`config.mk`:
```
export PLATFORM = sky130hd
export DESIGN_NAME = alu_formula_seq
export DESIGN_NICKNAME = d
export VERILOG_FILES = /design/src/rtl/alu_formula_seq.sv
export SDC_FILE = /design/constraint.sdc
export NUM_CORES = 1
export LEC_CHECK = 0
export ABC_AREA = 0
export CAP_MARGIN = 20
export CORE_MARGIN = 2
export CORE_UTILIZATION = 30
export DETAILED_ROUTE_END_ITERATION = 16
export PLACE_DENSITY = 0.56
export RECOVER_POWER = 25
export SLEW_MARGIN = 25
export SYNTH_ARGS = -nofsm -noshare
export SYNTH_HDL_FRONTEND = slang
export SYNTH_SLANG_ARGS = --single-unit
```
`constraint.sdc`:
```
create_clock -name clk -period 2 [get_ports clk]
set_input_delay 0.4 -clock clk [delete_from_list [all_inputs] [get_ports clk]]
set_output_delay 0.4 -clock clk [all_outputs]
set_load 0.01 [all_outputs]
```
`src/rtl/alu_formula_seq.sv`:
```
// Sequencer that evaluates (A op B) op C as two passes through an external 4-bit
// 74181-style ALU, latching carry/borrow of each pass and a zero flag.
module alu_formula_seq #(
    parameter int DATA_W = 4
) (
    input  logic              clk,
    input  logic              rst,
    input  logic              in_valid,
    output logic              in_ready,
    input  logic [1:0]        op_sel,
    input  logic [DATA_W-1:0] Aop,
    input  logic [DATA_W-1:0] Bop,
    input  logic [DATA_W-1:0] Cop,
    output logic [DATA_W-1:0] Ain,
    output logic [DATA_W-1:0] Bin,
    output logic [3:0]        Sin,
    output logic              M,
    output logic              NotCi,
    input  logic [DATA_W-1:0] Yout,
    input  logic              NotC0,
    output logic              out_valid,
    input  logic              out_ready,
    output logic [DATA_W-1:0] Rout,
    output logic              f1,
    output logic              f2,
    output logic              zf
);

    localparam logic [1:0] ST_IDLE  = 2'd0;
    localparam logic [1:0] ST_STEP1 = 2'd1;
    localparam logic [1:0] ST_STEP2 = 2'd2;
    localparam logic [1:0] ST_DONE  = 2'd3;

    localparam logic [3:0] SIN_ADD  = 4'b1001;
    localparam logic [3:0] SIN_SUB  = 4'b0110;
    localparam logic [3:0] SIN_IDLE = 4'b1111;

    logic [1:0]        state;
    logic [1:0]        op_r;
    logic [DATA_W-1:0] a_r;
    logic [DATA_W-1:0] b_r;
    logic [DATA_W-1:0] c_r;
    logic [DATA_W-1:0] t_r;

    logic step1_sub;
    logic step2_sub;
    logic cur_sub;
    logic cur_flag;

    // Step 1 subtracts for formulas 01/11; step 2 subtracts for 00/11.
    assign step1_sub = op_r[0];
    assign step2_sub = ~(op_r[1] ^ op_r[0]);

    assign in_ready  = (state == ST_IDLE);
    assign out_valid = (state == ST_DONE);

    always_comb begin
        Ain     = '0;
        Bin     = '0;
        Sin     = SIN_IDLE;
        M       = 1'b1;
        NotCi   = 1'b1;
        cur_sub = 1'b0;
        case (state)
            ST_STEP1: begin
                Ain     = a_r;
                Bin     = b_r;
                cur_sub = step1_sub;
                Sin     = step1_sub ? SIN_SUB : SIN_ADD;
                M       = 1'b0;
                NotCi   = ~step1_sub;
            end
            ST_STEP2: begin
                Ain     = t_r;
                Bin     = c_r;
                cur_sub = step2_sub;
                Sin     = step2_sub ? SIN_SUB : SIN_ADD;
                M       = 1'b0;
                NotCi   = ~step2_sub;
            end
            default: ;
        endcase
    end

    // The ALU's carry-out is active-low: low means carry on ADD, high means borrow on SUB.
    assign cur_flag = cur_sub ? NotC0 : ~NotC0;

    always_ff @(posedge clk) begin
        if (rst) begin
            state <= ST_IDLE;
            op_r  <= '0;
            a_r   <= '0;
            b_r   <= '0;
            c_r   <= '0;
            t_r   <= '0;
            Rout  <= '0;
            f1    <= 1'b0;
            f2    <= 1'b0;
            zf    <= 1'b0;
        end else begin
            case (state)
                ST_IDLE: begin
                    if (in_valid) begin
                        op_r  <= op_sel;
                        a_r   <= Aop;
                        b_r   <= Bop;
                        c_r   <= Cop;
                        state <= ST_STEP1;
                    end
                end
                ST_STEP1: begin
                    t_r   <= Yout;
                    f1    <= cur_flag;
                    state <= ST_STEP2;
                end
                ST_STEP2: begin
                    Rout  <= Yout;
                    f2    <= cur_flag;
                    zf    <= (Yout == '0);
                    state <= ST_DONE;
                end
                ST_DONE: begin
                    if (out_ready) begin
                        state <= ST_IDLE;
                    end
                end
                default: state <= ST_IDLE;
            endcase
        end
    end

endmodule

```
==> results.md, run 1 <==
* Outcome: complete, no violations
* Gr usage total at 14.7%
* Pwr/cell area at 1330 nW/um^2
* Worst path max stage delay at 540 ps
* Synth cell types at 29
* Vias in the first global route at 1,284
* Dpl hpwl at 2.61 mm
* Sw Ratio at 39.9%
* WP buf/inv at 3
* Die area at 4900 sq um
* I/O pin count at 46
* Nets at 242
* Gr ovfl total at 0
* Placed Area at around 1900 sq um
* CP required at 1600 ps
* Area of the multi-input gates at 749 sq um
* DRT iter0 DRCs at 42
* Remaining DRCs at 0
* Data arrival, critical path at 1560 ps
* Worst rel slew slack at 64.7%
* Clock Latency Late Sink at 270 ps
* Max-slew violation count at 0
* Largest fanout on the critical path at 3
* Final hold violation count at 0
* Post-route ant nets at 0
* FF/Latch Area at about 540 sq um
* Synth-to-layout area growth at 49.9%
* Hold buffers post-CTS at 0
* Row Count at 24
* Total number of yosys warnings at 0
* Global-route wire length before repair at 5.80 mm
* Core Region at around 4300 sq um
* TritonRoute pass-1 iters at 4
* Fillers at 431
* HP Class: reg2reg
* Fmax at 511 MHz
* CTS Buf Count at 3
* Wirelength per Cell at 13.3 um
* Routability cong. at 0.775
* Synth Register Bits at 27
* Die width at 70.0 um
* Period Utilization, post-route at 97.9%
* TritonCTS Sinks at 27
* Leak Pwr at 0.000745 uW
* Synthesized Nets at 185
* Initial core utilization at 30.7%
* Setup Viol. Count Final at 0
* Clk buf depth at 2
* Critical path startpoint category: flip-flop
* Slowest cell on crit path: clkdlybuf4s50_1
* Number of synthesized flops with an enable pin at 0
* Clock period minus worst slack at 1960 ps
* Root Driver: clkbuf_8
* Clk pwr share at a little under an eighth
* Dominant cells by area after synthesis: dfxtp_1 41%, nand2_1 8.9%, mux2i_1 6.9%
* Share of layout cells above drive strength 1 at around 28%
* Worst-Margin Slew at 530 ps
* Vias/cell at 4.83
* Seq pwr share at roughly 29%
* Avg Inst Size Synth at 8.33 sq um
* Seq/Total Area, Yosys at roughly two fifths
* Crit-path most repeated cell: buf_4
* Clock transition at the registers of the reported paths at 90 ps
* Setup WS pre-CTS at -94.4 ps
* Via Count at 1,281
* RSZ-0062 raised after global routing: true
* Mapped Area at 1310 sq um
* Die Height at 70.0 um
* Worst IR drop on VDD at 0.000483 V
* Crit path kind: reg2out
* Synth top area share at between 40% and 50%
* CTS tree: built
* Setup crit end kind: output port
* Antenna Cells at 0
* H-tree depth at 1
* Initial antenna violation count at 0
* Delay-heaviest family, CP: buffers and inverters
* IO Port Bufs at 45
* Design Area, Final at between 1500 and 2000 sq um
* Int Pwr at approximately 1600 uW
* Main synth FF type: dfxtp_1
* Crit path cell chain: buf_4 > buf_4 > ha_1 > clkdlybuf4s50_1
* P_sw at 1040 uW
* Detailed Route WL at 3.53 mm
* Setup WS post-layout at 43.0 ps
* Area leader, netlist: dfxtp_1
* Comb pwr share at 59.5%
* Largest net degree at the start of global routing at 18
* Max-cap violation count at 0
* Post-Syn Instances at 157
* Clk_skew at between 2 and 3 ps
* Fraction of registers with async set/reset at 0%
[through the flow]
stage	hold WS, ps	instances	total power (uW)	utilization, %	TNS (ps)
after floorplan	436	157	1550	-	0
after global placement	444	256	2110	43.5	-134
after detailed placement	449	256	2150	43.5	-419
after CTS	464	264	2560	45.9	0
after global routing	476	265	2810	46.0	-15.9
final	463	265	2610	46.0	0
[cells in the final DEF, fill, tap and decap left out, types with 4 or more instances in the layout]
master / netlist / layout
a21oi_1: 16 / 16
nor2_1: 19 / 17
buf_2: 4 / 9
buf_4: 5 / 19
nand2_1: 31 / 30
clkbuf_2: 0 / 5
clkdlybuf4s50_1: 0 / 31
nor3b_1: 4 / 4
a22oi_1: 8 / 5
mux2i_1: 9 / 9
dfxtp_1: 27 / 25
[metal layers]
layer / track usage, % / wire [um]
met5: 0 / 0
met4: 6.41 / 102
met3: 3.46 / 172
met2: 25.4 / 1670
met1: 17.2 / 1590
[logic make-up after synthesis]
family	share of synthesized area, %
compound gates	18.0
mux	6.89
simple gates	21.7
buf+inv	7.27
flops	41.3
fa+ha+maj	4.78
[registers in the layout, summed over array words and instances (netlist names)]
signal	flops
b_r	4
f2	1
a_r	4
state	2
op_r	2
Rout	4
f1	1
t_r	4
zf	1
c_r	4
[worst min-delay path, delay by kind of cell, from the launching register on]
family | cells | cell delay (ps)
AO/OA/AOI/OAI | 1 | 50
flip-flops | 1 | 320
AND/OR/NAND/NOR | 1 | 50
[timing repair]
action | in CTS | in global routing
gates cloned | 0 | 0
endpoints found under the setup margin | 14 | 14
pin swaps | 0 | 4
gates resized for setup | 55 | 20
buffers inserted | 4 | 1
[power by group through the flow]
stage / combinational, uW / sequential [uW] / clock (uW)
after floorplan: 799 / 752 / 0
after global placement: 1370 / 740 / 0
after detailed placement: 1410 / 746 / 0
after CTS: 1500 / 744 / 319
after global routing: 1700 / 771 / 342
final: 1550 / 755 / 302
[Yosys cell counts, drive strengths merged, types with 2 or more instances]
cell type	number
nand2	31
dfxtp	27
nor2	19
a21oi	17
buf	11
mux2i	9
a22oi	8
ha	5
inv	4
nor3b	4
o211ai	4
nand3	3
a31oi	2
clkbuf	2
nand2b	2
[cell type report]
type / count / area share [%]
clock buffer: 3 / 2.11
clock inverter: 1 / 0.255
inverter: 4 / 1.09
multi-input combinational: 113 / 38.3
sequential: 27 / 27.7
tap: 52 / 3.32
timing repair buffer: 65 / 27.3
[final timing paths]
path                                            start                   to  slack (ps)  cells past startpoint
worst max-delay path            state[1]$_SDFFE_PP0P_            out_valid          40                      4
worst min-delay path              c_r[1]$_SDFFE_PP0P_  c_r[1]$_SDFFE_PP0P_         460                      2
worst max register to register  state[1]$_SDFFE_PP0P_      f2$_SDFFE_PP0N_         340                      8
worst min register to register    c_r[1]$_SDFFE_PP0P_  c_r[1]$_SDFFE_PP0P_         460                      2
(Power assumes the default switching activity.)
==> run 2: changes to the inputs <==
Clock period 2 ns to 1.9 ns, I/O delays scaled along.
==> run 2 against run 1 <==
Global-route usage increased by 0.48 points. Sequential cell count unchanged. Hold slack better by 6.0 ps. Wire length is 6.0% higher. Setup slack worse by 31 ps. Sequential power is 7.8% higher. Clock skew grew 6.9 ps. Register-to-register slack got worse by 80 ps. Via count increased by 2.2%. Clock power is 8.3% higher. First-iteration DRC count grew 26%. Critical path depth grew 2. Highest routed layer unchanged.
==> results.md, run 2 (synthesis results as in run 1) <==
* Outcome: complete, no violations
* Gr usage total at 15.2% (+0.48 points)
* P_sw at 1260 uW (+21%)
* Max-slew violation count at 0 (unchanged)
* FF/Latch Area at 546 sq um (+0.46%)
* Max-cap violation count at 0 (unchanged)
* Worst-Margin Slew at 485 ps (-45.4 ps)
* Die area at 4900 sq um (unchanged)
* IO Port Bufs at 45 (unchanged)
* Antenna Cells at 0 (unchanged)
* TritonRoute pass-1 iters at 4 (unchanged)
* Area of the multi-input gates at 830 sq um (+11%)
* Hold Path End: b_r[0]$_SDFFE_PP0P_
* Comb pwr share at 63.9% (+4.4 points)
* Worst r2r path cells at 8 (unchanged)
* Setup WS post-layout at 12.3 ps (-30.7 ps)
* Vias/cell at 4.81 (-0.44%)
* Final hold violation count at 0 (unchanged)
* Largest net degree at the start of global routing at 18 (unchanged)
* Setup WS pre-CTS at -176 ps (-82.1 ps)
* Die width at 70.0 um (unchanged)
* Fillers at 419 (-2.8%)
* Gr ovfl total at 0 (unchanged)
* Final Total Pwr at 3160 uW (+21%)
* Critical path startpoint category: flip-flop
* HP Class: reg2reg
* Seq pwr share at 25.8% (-3.1 points)
* Dpl hpwl at 2.61 mm (about the same)
* FF-to-FF Start: state[1]$_SDFFE_PP0P_
* Vias in the first global route at 1,258 (-2.0%)
* Clk pwr share at 10.4% (-1.2 points)
* CP required at 1520 ps (-80 ps)
* Via Count at 1,309 (+2.2%)
* RSZ-0062 raised after global routing: true
* Setup TNS at 0 ps (unchanged)
* Hold Path Cell Cnt at 2 (unchanged)
* Setup crit end kind: output port
* Row Count at 24 (unchanged)
* Synth-to-layout area growth at 66.1%
* TritonCTS Sinks at 27 (unchanged)
* Largest fanout on the critical path at 3 (unchanged)
* Met2 Track Usage GR at 27.6% (+2.2 points)
* Met1 Track Usage GR at 17.8% (+0.62 points)
* Root Driver: clkbuf_8
* Worst rel slew slack at 67.6% (+2.9 points)
* Global-route wire length before repair at 5.97 mm (+2.9%)
* Commonest non-fill, non-tap cell in the layout: clkdlybuf4s50_1
* Remaining DRCs at 0 (unchanged)
* Wirelength per Cell at 13.8 um (+3.3%)
* Clock period minus worst slack at 1890 ps
* Reg2reg setup slack at 260 ps (-80 ps)
* Worst path max stage delay at 380 ps (-160 ps)
* Clk buf depth at 2 (unchanged)
* Most frequent cells in the layout: 30 x clkdlybuf4s50_1, 29 x nand2_1, 25 x dfxtp_1, 21 x buf_4, 16 x a21oi_1
* Die Height at 70.0 um (unchanged)
* Clock Latency Late Sink at 270 ps (about the same)
* Period Utilization, post-route at 99.4%
* Clk_skew at 9.62 ps (+6.93 ps)
* Crit path kind: reg2out
* Int Pwr at 1890 uW (+21%)
* H-tree depth at 1 (unchanged)
* Worst IR drop on VDD at 0.000510 V (+5.5%)
* I/O pin count at 46 (unchanged)
* CTS tree: built
* Clock transition at the registers of the reported paths at 100 ps (about the same)
* Initial antenna violation count at 0 (unchanged)
* Leak Pwr at 0.000809 uW (+8.5%)
* Routability cong. at 0.754 (-2.7%)
* Reg-to-reg endpoint: f2$_SDFFE_PP0N_
* DRT iter0 DRCs at 53 (+26%)
* Hold buffers post-CTS at 0 (unchanged)
* Pwr/cell area at 1450 nW/um^2 (+9.0%)
* Post-layout util at 50.9% (+5.0 points)
* Fmax at 530 MHz
* Data arrival, critical path at 1510 ps (-50 ps)
* CTS Buf Count at 3 (unchanged)
* Sw Ratio at 40.0% (+0.089 points)
* Nets at 249 (+2.9%)
* Setup Viol. Count Final at 0 (unchanged)
* Gr busiest metal: met2
* Initial core utilization at 30.7% (unchanged)
* Core Region at 4260 sq um (unchanged)
* Min-delay src: b_r[0]$_SDFFE_PP0P_
* Crit path cell chain: inv_4 > ha_4 > or3b_4 > o21a_4 > nand2_4 > buf_6
* Post-route ant nets at 0 (unchanged)
* CP startpoint: state[0]$_SDFFE_PP0P_
* Slowest cell on crit path: or3b_4
* M3 GR Usage at 3.46% (unchanged)
* Detailed Route WL at 3.75 mm (+6.0%)
* Share of layout cells above drive strength 1 at 34.5% (+6.8 points)
## run 2: layer usage
| metal | part of all wire [%] | wire [um] | up-vias |
|---|---|---|---|
| li1 | - | - | 655 |
| met1 | 43 | 1620 | 617 |
| met2 | 51 | 1920 | 33 |
| met3 | 4.8 | 178 | 4 |
| met4 | 0.72 | 27 | 0 |
| met5 | 0 | 0 | - |
## run 2: area by class of cell
cell class                 count  area share [%]
multi-input combinational    113            38.2
timing repair buffer          72            30.4
sequential                    27            25.1
tap                           52            3.00
clock buffer                   4            2.07
inverter                       4            1.21
## run 2: power by group through the flow
stage | registers [uW] | logic (uW) | clock network, uW
floorplan | 791 | 841 | 0
global placement | 776 | 1480 | 0
detailed placement | 784 | 1510 | 0
CTS | 797 | 1740 | 344
global route | 829 | 2170 | 357
finish | 814 | 2020 | 327
## run 2: metrics by stage
step	instance area, sq um	hold WS [ps]	std cells
after global routing	2170	491	272
after floorplan	1310	436	157
after CTS	2000	463	270
final	2170	469	272
after detailed placement	1880	451	259
after global placement	1880	443	259
## run 2: worst max-delay path by stage
stage | cells past startpoint | slack, ps | endpoint
floorplan | 7 | 140 | Sin[2]
global placement | 6 | -140 | Sin[2]
detailed placement | 6 | -180 | Sin[2]
CTS | 6 | 2 | Sin[2]
global route | 6 | -40 | Bin[1]
finish | 6 | 10 | Sin[2]
## run 2: worst max-delay path, delay by kind of cell (launching register included)
kind	cells	cell delay (ps)
flops	1	350
fa+ha+maj	1	130
simple gates	2	440
buf+inv	2	170
compound gates	1	140
## run 2: what timing repair did
| item | 4_1_cts | 5_1_grt |
|---|---|---|
| setup buffers | 7 | 2 |
| pin swaps | 2 | 7 |
| gates resized for setup | 80 | 37 |
| endpoints found under the hold margin | 0 | 0 |
| setup endpoints to repair | 15 | 14 |
